===== config.mk =====
export PLATFORM = sky130hd
export DESIGN_NAME = seq_detector_prog
export DESIGN_NICKNAME = d
export VERILOG_FILES = /design/src/rtl/seq_detector_prog.sv
export SDC_FILE = /design/constraint.sdc
export NUM_CORES = 1
export LEC_CHECK = 0
export BUFFER_PORTS_ARGS = -buffer_cell sky130_fd_sc_hd__buf_4
export CAP_MARGIN = 20
export CORE_MARGIN = 3
export CORE_UTILIZATION = 45
export DETAILED_ROUTE_END_ITERATION = 10
export PLACE_DENSITY = 0.77
export SYNTH_ARGS = -nofsm -noshare
export SYNTH_HDL_FRONTEND = slang
export SYNTH_SLANG_ARGS = --single-unit

===== constraint.sdc =====
create_clock -name clk -period 2.3 [get_ports clk]
set_input_delay 0.115 -clock clk [delete_from_list [all_inputs] [get_ports clk]]
set_output_delay 0.115 -clock clk [all_outputs]
set_load 0.005 [all_outputs]

===== src/rtl/seq_detector_prog.sv =====
// Serial MSB-first pattern detector with runtime-loadable pattern, optional
// overlapping detection and a saturating match counter. Output is registered.
module seq_detector_prog #(
  parameter int unsigned           PAT_W   = 4,
  parameter int unsigned           CNT_W   = 8,
  parameter logic [PAT_W-1:0]      RST_PAT = 4'b1011
) (
  input  logic             clk,
  input  logic             rst,
  input  logic             in,
  input  logic             en,
  input  logic             overlap,
  input  logic             load,
  input  logic [PAT_W-1:0] pattern,
  input  logic             clr_cnt,
  output logic             out,
  output logic [CNT_W-1:0] match_cnt,
  output logic [PAT_W-1:0] pat_q
);

  localparam int unsigned FW = $clog2(PAT_W + 1);
  localparam logic [FW-1:0] FILL_FULL = FW'(PAT_W);

  logic [PAT_W-1:0] hist_q, hist_d, hist_n;
  logic [FW-1:0]    fill_q, fill_d, fill_n;
  logic             out_q, out_d;
  logic [CNT_W-1:0] cnt_q, cnt_d;
  logic [PAT_W-1:0] pat_d;
  logic             det;

  always_comb begin
    hist_d = hist_q;
    fill_d = fill_q;
    pat_d  = pat_q;
    out_d  = 1'b0;
    cnt_d  = cnt_q;
    det    = 1'b0;
    hist_n = {hist_q[PAT_W-2:0], in};
    fill_n = (fill_q == FILL_FULL) ? fill_q : fill_q + FW'(1);

    if (load) begin
      pat_d  = pattern;
      hist_d = '0;
      fill_d = '0;
    end else if (en) begin
      // fill guard keeps the zeroed history from matching an all-zero pattern
      det    = (fill_n == FILL_FULL) && (hist_n == pat_q);
      hist_d = hist_n;
      out_d  = det;
      fill_d = (det && !overlap) ? '0 : fill_n;
    end

    if (clr_cnt) begin
      cnt_d = '0;
    end else if (det && (cnt_q != '1)) begin
      cnt_d = cnt_q + CNT_W'(1);
    end
  end

  always_ff @(posedge clk) begin
    if (!rst) begin
      hist_q <= '0;
      fill_q <= '0;
      out_q  <= 1'b0;
      cnt_q  <= '0;
      pat_q  <= RST_PAT;
    end else begin
      hist_q <= hist_d;
      fill_q <= fill_d;
      out_q  <= out_d;
      cnt_q  <= cnt_d;
      pat_q  <= pat_d;
    end
  end

  assign out       = out_q;
  assign match_cnt = cnt_q;

endmodule


== Yosys cells after proc, flatten, opt, wreduce, memory -nomap -nowiden ==
Index checks and enable logic that the tools add are counted.
Word-level totals
  register bits: 19
  bits of input ports: 11
  output and inout port bits: 13
  word-level logic and storage cells: 22
Cells by class
  add/subtract/negate cells: 2
  equality and inequality tests: 4
  muxes and demuxes: 4
  bitwise operators: 1
  reduce and logical (&&, ||, !) cells: 6
Operator list (number)
  adder 8 x 1 -> 8 bit (second input constant): 1
  inequality test 8 bit (second input constant): 1
  == test 3 bit (second input constant): 2
  two-way mux 3 bit: 2
  == test 4 bit: 1
  OR reduction 2 bit: 2
  adder 3 x 1 -> 3 bit (second input constant): 1
  logical AND 1 bit: 3
  two-way mux 1 bit: 2
  logical NOT 1 bit: 1
  NOT 1 bit: 1

== Depth between registers and ports, before layout ==
Gate-level depths: netlist (run 1).
  depth in word-level cells: 7
  gate-level depth with buffers: 7
  depth with buffers taken out: 7

== Worst setup path after synthesis (run 1) ==
OpenSTA, ideal clock, no wires.
  kind: reg2reg
  from: reg fill_q[0]
  to: reg cnt_q[3] (netlist: match_cnt[3])
  library setup time: 0.131 ns
  data arrival time: 2.113 ns
  required time: 2.169 ns
  setup slack: 0.057 ns
  cell stages (with the launch flop): 8
  buffers on the path: 0
  period minus slack after synthesis: 2.243 ns
  cell sequence: dfxtp_1 inv_1 ha_1 or3b_1 a31o_1 or3_1 o41ai_1 a21oi_1
Between the ends
  word-level cells in the longest chain between the ends: 7
  elaborated cells between the ends (all ways): 8
  classes of those cells: add/sub: 1; eq/ne: 2; mux: 3; reduce/logical: 2
RTL lines
  start: declaration: line 25  | logic [FW-1:0] fill_q, fill_d, fill_n;
  start signal: assignment: line 69  | fill_q <= fill_d;
  adder 3 x 1 -> 3 bit / == test 3 bit (equally long branches): line 39  | fill_n = (fill_q == FILL_FULL) ? fill_q : fill_q + FW'(1);
  two-way mux 3 bit *: line 39
  == test 3 bit *: line 47  | det = (fill_n == FILL_FULL) && (hist_n == pat_q);
  logical AND 1 bit *: line 47
  two-way mux 1 bit *
  two-way mux 1 bit *: line 41  | if (load) begin
  logical AND 1 bit *: line 55  | end else if (det && (cnt_q != '1)) begin
  end signal: assignment: line 71  | cnt_q <= cnt_d;
  end: declaration: line 27  | logic [CNT_W-1:0] cnt_q, cnt_d;
Every way passes the cells marked *; elsewhere a longest branch is shown, timed or not.
A chain may end at the register's enable or synchronous reset.

== Final worst setup path (run 1) ==
Same ends and word-level chain as after synthesis.

==> impl_metrics.json, run 1 <==
{
  "crit_chain": "inv_1 -> ha_1 -> or3b_1 -> a31o_4 -> or3_4 -> o41ai_2 -> a21oi_1",
  "run_status": "complete, no violations",
  "syn2layout_area_growth_pct": 29.4,
  "dieHeight_um": 52.2,
  "top_usage_layer": "met2",
  "antenna_found_initial": 0,
  "clk_path_buf_depth": 2,
  "dp_cells": 158,
  "met2_usage_pct": 28.0,
  "cpPeakStageDelay_ns": 0.41,
  "ant_nets": 0,
  "p_per_area_mw_per_mm2": 464,
  "grt_use_met3_pct": 3.42,
  "worstMarginPinSlew_ns": 0.451,
  "synth_xor_area_share_pct": 5.47,
  "synthMuxAreaShare_pct": 8.33,
  "synth_top_family_by_area": "simple AND/OR/NAND/NOR gates",
  "max_slew_margin_pct": 69.7,
  "register_area_um2": 383,
  "instances_no_fill": 162,
  "tritoncts": "done",
  "drive_gt1_share_pct": 28.9,
  "synth_compound_area_share_pct": 14.1,
  "place_congestion": 0.887,
  "clkSinkCount": 19,
  "total_power_uw": 577,
  "drc": 0,
  "yosysSeqAreaShare_pct": 39.6,
  "ys_types": 34,
  "fin_ws_ns": 0.0913,
  "clock-root-buffer": "clkbuf_4",
  "fin_tns_setup_ns": 0,
  "hold_viol_final": 0,
  "synthCells": 107,
  "ctsHoldBuffers": 0,
  "port_buffers": 23,
  "layout_min_cycle_time_ns": 2.21,
  "via_per_inst": 5.29,
  "num_rows": 16,
  "drv_slew": 0,
  "critPathTopFamily": "simple AND/OR/NAND/NOR gates",
  "yosys_warnings": 0,
  "drt_wl_total_mm": 1.94,
  "die_w_um": 52.2,
  "peakVddDrop_v": 0.000462,
  "synth-adder-area-share_pct": 3.91,
  "cap_violations": 0,
  "grt_pass1_vias": 842,
  "finalSetupViolCount": 0,
  "criticalPathCategory": "reg -> reg",
  "gr-usage-all-layers_pct": 16.7,
  "grt_remaining_overflow": 0,
  "crit_slowest_cell": "or3_4",
  "grt_pass1_wl_mm": 3.49,
  "cts_buffers": 3,
  "synthSimpleGateAreaFrac_pct": 25.5,
  "nFillCells": 165,
  "total_leakage_power_uw": 0.000490,
  "drt-initial-drc-count": 18,
  "layout_commonest_cell": "buf_4",
  "hold_class": "in -> reg",
  "worstSkewPairLatency_ns": 0.29,
  "final_cell_mix": "27 x buf_4, 17 x dfxtp_1, 10 x nand2_1, 9 x nor2_1, 8 x mux2i_1",
  "ys_ff_latch": 19,
  "initial_core_util_pct": 48.5,
  "crit_required_ns": 2.48,
  "critPathMaxFanout": 5,
  "dpl_worst_slack_ns": -0.0247,
  "cp.buffers_inverters": 1,
  "htreeDepth": 1,
  "skew_ns": 0.00155,
  "fp.coreArea_mm2": 0.00198,
  "first_pass_iters": 4,
  "pin_count": 24,
  "avgSynthCellArea_um2": 8.98,
  "grt_start_max_net_pins": 11,
  "end_kind": "flip-flop",
  "path_clk_slew_ns": 0.11,
  "synth_fp_nets": 121,
  "nNetsFinal": 150,
  "max_freq_mhz": 453,
  "crit_arrival_ns": 2.39,
  "rsz0062_at_grt": "no",
  "diodes": 0,
  "multi_input_area_um2": 579,
  "die_area_mm2": 0.00273,
  "hpwl_mm": 1.48,
  "wl_per_cell_um": 12.0,
  "period_share_pct": 96.0,
  "syn-cell-area_um2": 961,
  "grt.met1_usage_pct": 21.9,
  "via_count": 857,
  "cp-start-kind": "flip-flop"
}
## cells by family after synthesis
kind of cell,Yosys count
buffers and inverters,8
AND/OR/NAND/NOR,44
XOR/XNOR,6
adder cells (fa/ha/maj),3
multiplexers,8
flip-flops,19
AO/OA/AOI/OAI,19
## cells in the mapped netlist
library cell	number	area, um2
o41ai_1	2	17.5
a21bo_2	1	10.0
o21a_1	1	7.51
and4b_1	1	10.0
o21ai_0	1	5.00
clkbuf_1	3	11.3
a31o_1	1	8.76
xnor2_1	6	52.6
nand3_1	6	30.0
nor4_1	1	6.26
mux2i_1	8	80.1
nand4_1	1	6.26
nor4_4	1	21.3
nor3_1	4	20.0
nor2b_1	1	6.26
a21oi_1	7	35.0
nand4b_1	1	8.76
nand2_1	10	37.5
nand2b_1	1	6.26
inv_1	5	18.8
a31o_2	1	8.76
nor2_1	9	33.8
and3_1	1	6.26
dfxtp_1	19	380
a41oi_1	1	8.76
or3_1	2	12.5
and2_1	1	6.26
o2111ai_1	1	8.76
a211oi_1	1	7.51
o31ai_1	1	7.51
or2b_1	1	7.51
a41o_1	1	10.0
ha_1	3	37.5
or3b_1	3	26.3
## per-layer routing
metal  part of all wire [%]  vias to the layer above
met5                      0                        -
met4                   0.62                        0
met3                    5.8                        2
met2                     50                       22
met1                     43                      388
li1                       -                      445
## final timing paths
kind / startpoint / to / slack (ns) / depth (start not counted)
worst min-delay path: rst / pat_q[3]$_SDFFE_PN1P_ / 0.01 / 2
worst max-delay path: fill_q[0]$_SDFFE_PP0P_ / match_cnt[3]$_SDFFE_PP0P_ / 0.09 / 7
worst min register to register: fill_q[1]$_SDFFE_PP0P_ / fill_q[1]$_SDFFE_PP0P_ / 0.48 / 2
worst max register to register: fill_q[0]$_SDFFE_PP0P_ / match_cnt[3]$_SDFFE_PP0P_ / 0.09 / 7
## report_power, final
part	switching, uW	internal (uW)
sequential	5.80	335
combinational	29.5	35.3
clock	104	67.5
total	139	438
## stage by stage
| step | instance area [um2] | hold WS [ns] | util [%] |
|---|---|---|---|
| 2_1_floorplan | 961 | 0.177 | - |
| 3_3_place_gp | 1190 | 0.326 | 59.8 |
| 3_5_place_dp | 1190 | 0.331 | 59.8 |
| 4_1_cts | 1220 | 0.00728 | 61.6 |
| 5_1_grt | 1240 | 0.00702 | 62.8 |
| 6_report | 1240 | 0.0111 | 62.8 |
## repair_timing
item / CTS / global route
pin swaps: 0 / 1
setup buffers: 0 / 0
setup endpoints to repair: 2 / 3
resized for setup: 2 / 5
## registers in the layout, summed over array words and instances, names as in the netlist
| signal | cells |
|---|---|
| fill_q | 3 |
| hist_q | 3 |
| match_cnt | 8 |
| pat_q | 4 |
| out | 1 |
## layout make-up
| type | instances | area share (%) |
|---|---|---|
| clock buffers | 4 | 2.11 |
| multi-input cells | 80 | 46.6 |
| flip-flops and latches | 19 | 30.8 |
| inverters | 5 | 1.51 |
| well taps | 27 | 2.72 |
| repair buffers | 27 | 16.3 |
No activity file was read; power rests on OpenSTA's default activity.
==> inputs of run 2 (changes only) <==
--- a/config.mk
+++ b/config.mk
@@ -11,6 +11,7 @@
 export CORE_UTILIZATION = 45
 export DETAILED_ROUTE_END_ITERATION = 10
 export PLACE_DENSITY = 0.77
+export SETUP_SLACK_MARGIN = 0.5
 export SYNTH_ARGS = -nofsm -noshare
 export SYNTH_HDL_FRONTEND = slang
 export SYNTH_SLANG_ARGS = --single-unit
==> impl_metrics.json, run 2 (synthesis results as in run 1) <==
{
  "htreeDepth": 1,
  "nNetsFinal": 152,
  "drive_gt1_share_pct": 38.0,
  "p_per_area_mw_per_mm2": 440,
  "fin_tns_setup_ns": 0,
  "cts_buffers": 3,
  "run_status": "complete, no violations",
  "clk_path_buf_depth": 2,
  "cp-start-kind": "flip-flop",
  "syn2layout_area_growth_pct": 39.3,
  "via_per_inst": 5.45,
  "hold_class": "in -> reg",
  "wl_per_cell_um": 13.3,
  "drt_wl_total_mm": 2.19,
  "diodes": 0,
  "crit_required_ns": 2.49,
  "crit_arrival_ns": 2.26,
  "final_cell_mix": "28 x buf_4, 17 x dfxtp_1, 10 x nand2_1, 8 x mux2i_1",
  "critPathMaxFanout": 3,
  "ctsHoldBuffers": 0,
  "grt_remaining_overflow": 0,
  "via_count": 894,
  "period_share_pct": 89.9,
  "ant_nets": 0,
  "peakVddDrop_v": 0.000399,
  "worstSkewPairLatency_ns": 0.30,
  "rsz0062_at_grt": "yes",
  "gr-usage-all-layers_pct": 17.5,
  "dieHeight_um": 52.2,
  "fin_util_pct": 67.6,
  "max_freq_mhz": 484,
  "drv_slew": 0,
  "antenna_found_initial": 0,
  "path_clk_slew_ns": 0.11,
  "hold_viol_final": 0,
  "place_congestion": 0.761,
  "largest_reg_flops": 8,
  "finalSetupViolCount": 0,
  "max_slew_margin_pct": 66.8,
  "port_buffers": 23,
  "drc": 0,
  "layout_min_cycle_time_ns": 2.07,
  "clkSinkCount": 19,
  "initial_core_util_pct": 48.5,
  "layout_commonest_cell": "buf_4",
  "hpwl_mm": 1.57,
  "drt-initial-drc-count": 11,
  "worstMarginPinSlew_ns": 0.494,
  "cap_violations": 0,
  "grt_start_max_net_pins": 11,
  "fp.coreArea_mm2": 0.00198,
  "die_area_mm2": 0.00273,
  "die_w_um": 52.2,
  "criticalPathCategory": "reg -> reg",
  "pin_count": 24,
  "tritoncts": "done",
  "end_kind": "flip-flop",
  "grt_pass1_wl_mm": 3.49,
  "num_rows": 16,
  "total_leakage_power_uw": 0.000506,
  "first_pass_iters": 4,
  "clock-root-buffer": "clkbuf_4",
  "grt_pass1_vias": 806,
  "skew_ns": 0.00492
}
run 2: layout make-up:
type                       count  area, um2
multi-input combinational     80        651
sequential                    19        385
clock buffer                   4       26.3
inverter                       5       21.3
tap                           27       33.8
fill                         155        643
timing repair buffer          29        221
run 2: repair_timing:
action / 4_1_cts / 5_1_grt
resized for setup: 10 / 6
pin swaps: 13 / 3
endpoints found under the hold margin: 0 / 0
endpoints found under the setup margin: 10 / 10
setup buffers: 3 / 1
run 2: metrics by stage:
| step | hold WS, ns | worst slack, ns | cells | total power, uW | instance area (um2) |
|---|---|---|---|---|---|
| after floorplan | 0.177 | 0.239 | 107 | 388 | 998 |
| after global placement | 0.327 | 0.187 | 156 | 413 | 1210 |
| after detailed placement | 0.335 | 0.112 | 156 | 416 | 1210 |
| after CTS | 0.00267 | 0.230 | 163 | 589 | 1290 |
| after global routing | 0.00801 | 0.121 | 164 | 617 | 1340 |
| final | 0.00380 | 0.233 | 164 | 589 | 1340 |
run 2: path summary, 6_finish.rpt:
path	from	to	slack [ns]	depth (start not counted)
setup / recovery	fill_q[1]$_SDFFE_PP0P_	match_cnt[4]$_SDFFE_PP0P_	0.23	7
hold / removal	rst	pat_q[3]$_SDFFE_PN1P_	0.004	2
setup reg to reg	fill_q[1]$_SDFFE_PP0P_	match_cnt[4]$_SDFFE_PP0P_	0.23	7
hold reg to reg	fill_q[1]$_SDFFE_PP0P_	fill_q[1]$_SDFFE_PP0P_	0.51	2
run 2: routing by layer:
metal	track usage [%]	wire, um
met4	8.94	48
met3	2.85	88
met1	20.8	945
met2	29.9	1100
met5	0	0
run 2: power by group:
group,total (uW),switching [uW],leakage (uW),internal [uW]
logic,73.0,33.8,0.000336,39.3
registers,342,7.21,0.000155,335
clock network,174,106,0.0000150,67.7
total,589,147,0.000506,442
run 2: critical path, cell delays in order (launching register included):
cell and delay [ns]:
dfxtp_2 0.39, inv_2 0.07, ha_4 0.16, or3b_4 0.37, a31o_4 0.27, or3_4 0.40
o41ai_4 0.22, a21oi_1 0.09
==> inputs of run 3 (changes only) <==
--- a/config.mk
+++ b/config.mk
@@ -6,10 +6,11 @@
 export NUM_CORES = 1
 export LEC_CHECK = 0
 export BUFFER_PORTS_ARGS = -buffer_cell sky130_fd_sc_hd__buf_4
-export CAP_MARGIN = 20
+export CAP_MARGIN = 30
 export CORE_MARGIN = 3
 export CORE_UTILIZATION = 45
 export DETAILED_ROUTE_END_ITERATION = 10
+export MAX_ROUTING_LAYER = met4
 export PLACE_DENSITY = 0.77
 export SETUP_SLACK_MARGIN = 0.5
 export SYNTH_ARGS = -nofsm -noshare
==> impl_metrics.json, run 3 (synthesis results as in run 1) <==
{
  "run_status": "complete, no violations",
  "final_cell_mix": "28 x buf_4, 17 x dfxtp_1, 10 x nand2_1, 8 x mux2i_1",
  "met2_usage_pct": 29.9,
  "antenna_found_initial": 0,
  "largest_reg_flops": 8,
  "wl_per_cell_um": 13.3,
  "clkPwrFrac_pct": 29.4,
  "worstSkewPairLatency_ns": 0.30,
  "fin_tns_setup_ns": 0,
  "cts_buffers": 3,
  "end_kind": "flip-flop",
  "rsz0062_at_grt": "yes",
  "period_share_pct": 89.9,
  "initial_core_util_pct": 48.5,
  "hold_slack_ns": 0.00545,
  "die_w_um": 52.2,
  "dpl_worst_slack_ns": 0.112,
  "seq_power_share_pct": 58.2,
  "grt_pass1_vias": 808,
  "num_rows": 16,
  "peakVddDrop_v": 0.000398,
  "ant_nets": 0,
  "drive_gt1_share_pct": 38.0,
  "ctsHoldBuffers": 0,
  "port_buffers": 23,
  "drt-initial-drc-count": 7,
  "multi_input_area_um2": 651,
  "via_count": 885,
  "combPwrFrac_pct": 12.4,
  "swShare_pct": 24.9,
  "hold_class": "in -> reg",
  "htreeDepth": 1,
  "cp-start-kind": "flip-flop",
  "cap_violations": 0,
  "dieHeight_um": 52.2,
  "max_slew_margin_pct": 66.8,
  "grt_pass1_wl_mm": 3.49,
  "drt_wl_total_mm": 2.18,
  "die_area_mm2": 0.00273,
  "hpwl_mm": 1.57,
  "first_pass_iters": 4,
  "via_per_inst": 5.40,
  "register_area_um2": 385,
  "grt_remaining_overflow": 0,
  "grt_start_max_net_pins": 11,
  "place_congestion": 0.771,
  "worstMarginPinSlew_ns": 0.494,
  "syn2layout_area_growth_pct": 39.3,
  "crit_arrival_ns": 2.26,
  "total_leakage_power_uw": 0.000506,
  "fp.coreArea_mm2": 0.00198,
  "tritoncts": "done",
  "clock-root-buffer": "clkbuf_4",
  "grt.met1_usage_pct": 20.8,
  "total_power_uw": 588,
  "p_int_uw": 442,
  "diodes": 0,
  "nFillCells": 155,
  "clk_path_buf_depth": 2,
  "finalSetupViolCount": 0,
  "p_per_area_mw_per_mm2": 439,
  "layout_min_cycle_time_ns": 2.07,
  "pin_count": 24,
  "critPathMaxFanout": 3,
  "drc": 0,
  "path_clk_slew_ns": 0.11,
  "nNetsFinal": 152,
  "grt_use_met3_pct": 2.85,
  "fin_ws_ns": 0.231,
  "clkSinkCount": 19,
  "criticalPathCategory": "reg -> reg",
  "crit_required_ns": 2.49,
  "p_sw_uw": 146,
  "drv_slew": 0,
  "fin_util_pct": 67.6,
  "gr-usage-all-layers_pct": 17.9,
  "top_usage_layer": "met2",
  "max_freq_mhz": 483,
  "hold_viol_final": 0,
  "layout_commonest_cell": "buf_4",
  "skew_ns": 0.00413
}
==> run 3: worst paths after layout <==
kind                     startpoint  slack, ns  depth (start not counted)                        end
max          fill_q[1]$_SDFFE_PP0P_       0.23                          7  match_cnt[4]$_SDFFE_PP0P_
min reg2reg  fill_q[1]$_SDFFE_PP0P_       0.51                          2     fill_q[1]$_SDFFE_PP0P_
min                             rst      0.005                          2      pat_q[3]$_SDFFE_PN1P_
max reg2reg  fill_q[1]$_SDFFE_PP0P_       0.23                          7  match_cnt[4]$_SDFFE_PP0P_
==> run 3: layout make-up <==
cell class	count	share of cell area (%)
sequential	19	28.8
tap	27	2.52
clock buffer	4	1.96
inverter	5	1.59
multi-input combinational	80	48.6
timing repair buffer	29	16.5
==> run 3: critical path: stages, from the launching register on <==
cell,delay (ns)
dfxtp_2,0.39
inv_2,0.07
ha_4,0.16
or3b_4,0.37
a31o_4,0.27
or3_4,0.40
o41ai_4,0.22
a21oi_1,0.09
==> run 3: what timing repair did <==
item	in CTS	in global routing
setup endpoints to repair	10	10
gates resized for setup	10	6
pin swaps	13	3
endpoints found under the hold margin	0	0
buffers inserted	3	1
==> run 3: metal layers <==
| metal | wire length (um) | vias up |
|---|---|---|
| met4 | 48 | 0 |
| met1 | 945 | 408 |
| met2 | 1100 | 20 |
| li1 | - | 452 |
| met5 | 0 | - |
| met3 | 87 | 5 |
==> run 3: metrics by stage <==
| stage | std cells | cell area [um2] |
|---|---|---|
| after floorplan | 107 | 998 |
| after global placement | 156 | 1210 |
| after detailed placement | 156 | 1210 |
| after CTS | 163 | 1290 |
| after global routing | 164 | 1340 |
| final | 164 | 1340 |
==> run 3: power groups by stage <==
stage | combinational (uW) | sequential, uW | clock, uW
finish | 73.0 | 342 | 173
global route | 81.2 | 343 | 192
CTS | 70.3 | 342 | 177
floorplan | 39.3 | 348 | 0
global placement | 64.6 | 349 | 0
detailed placement | 66.6 | 349 | 0
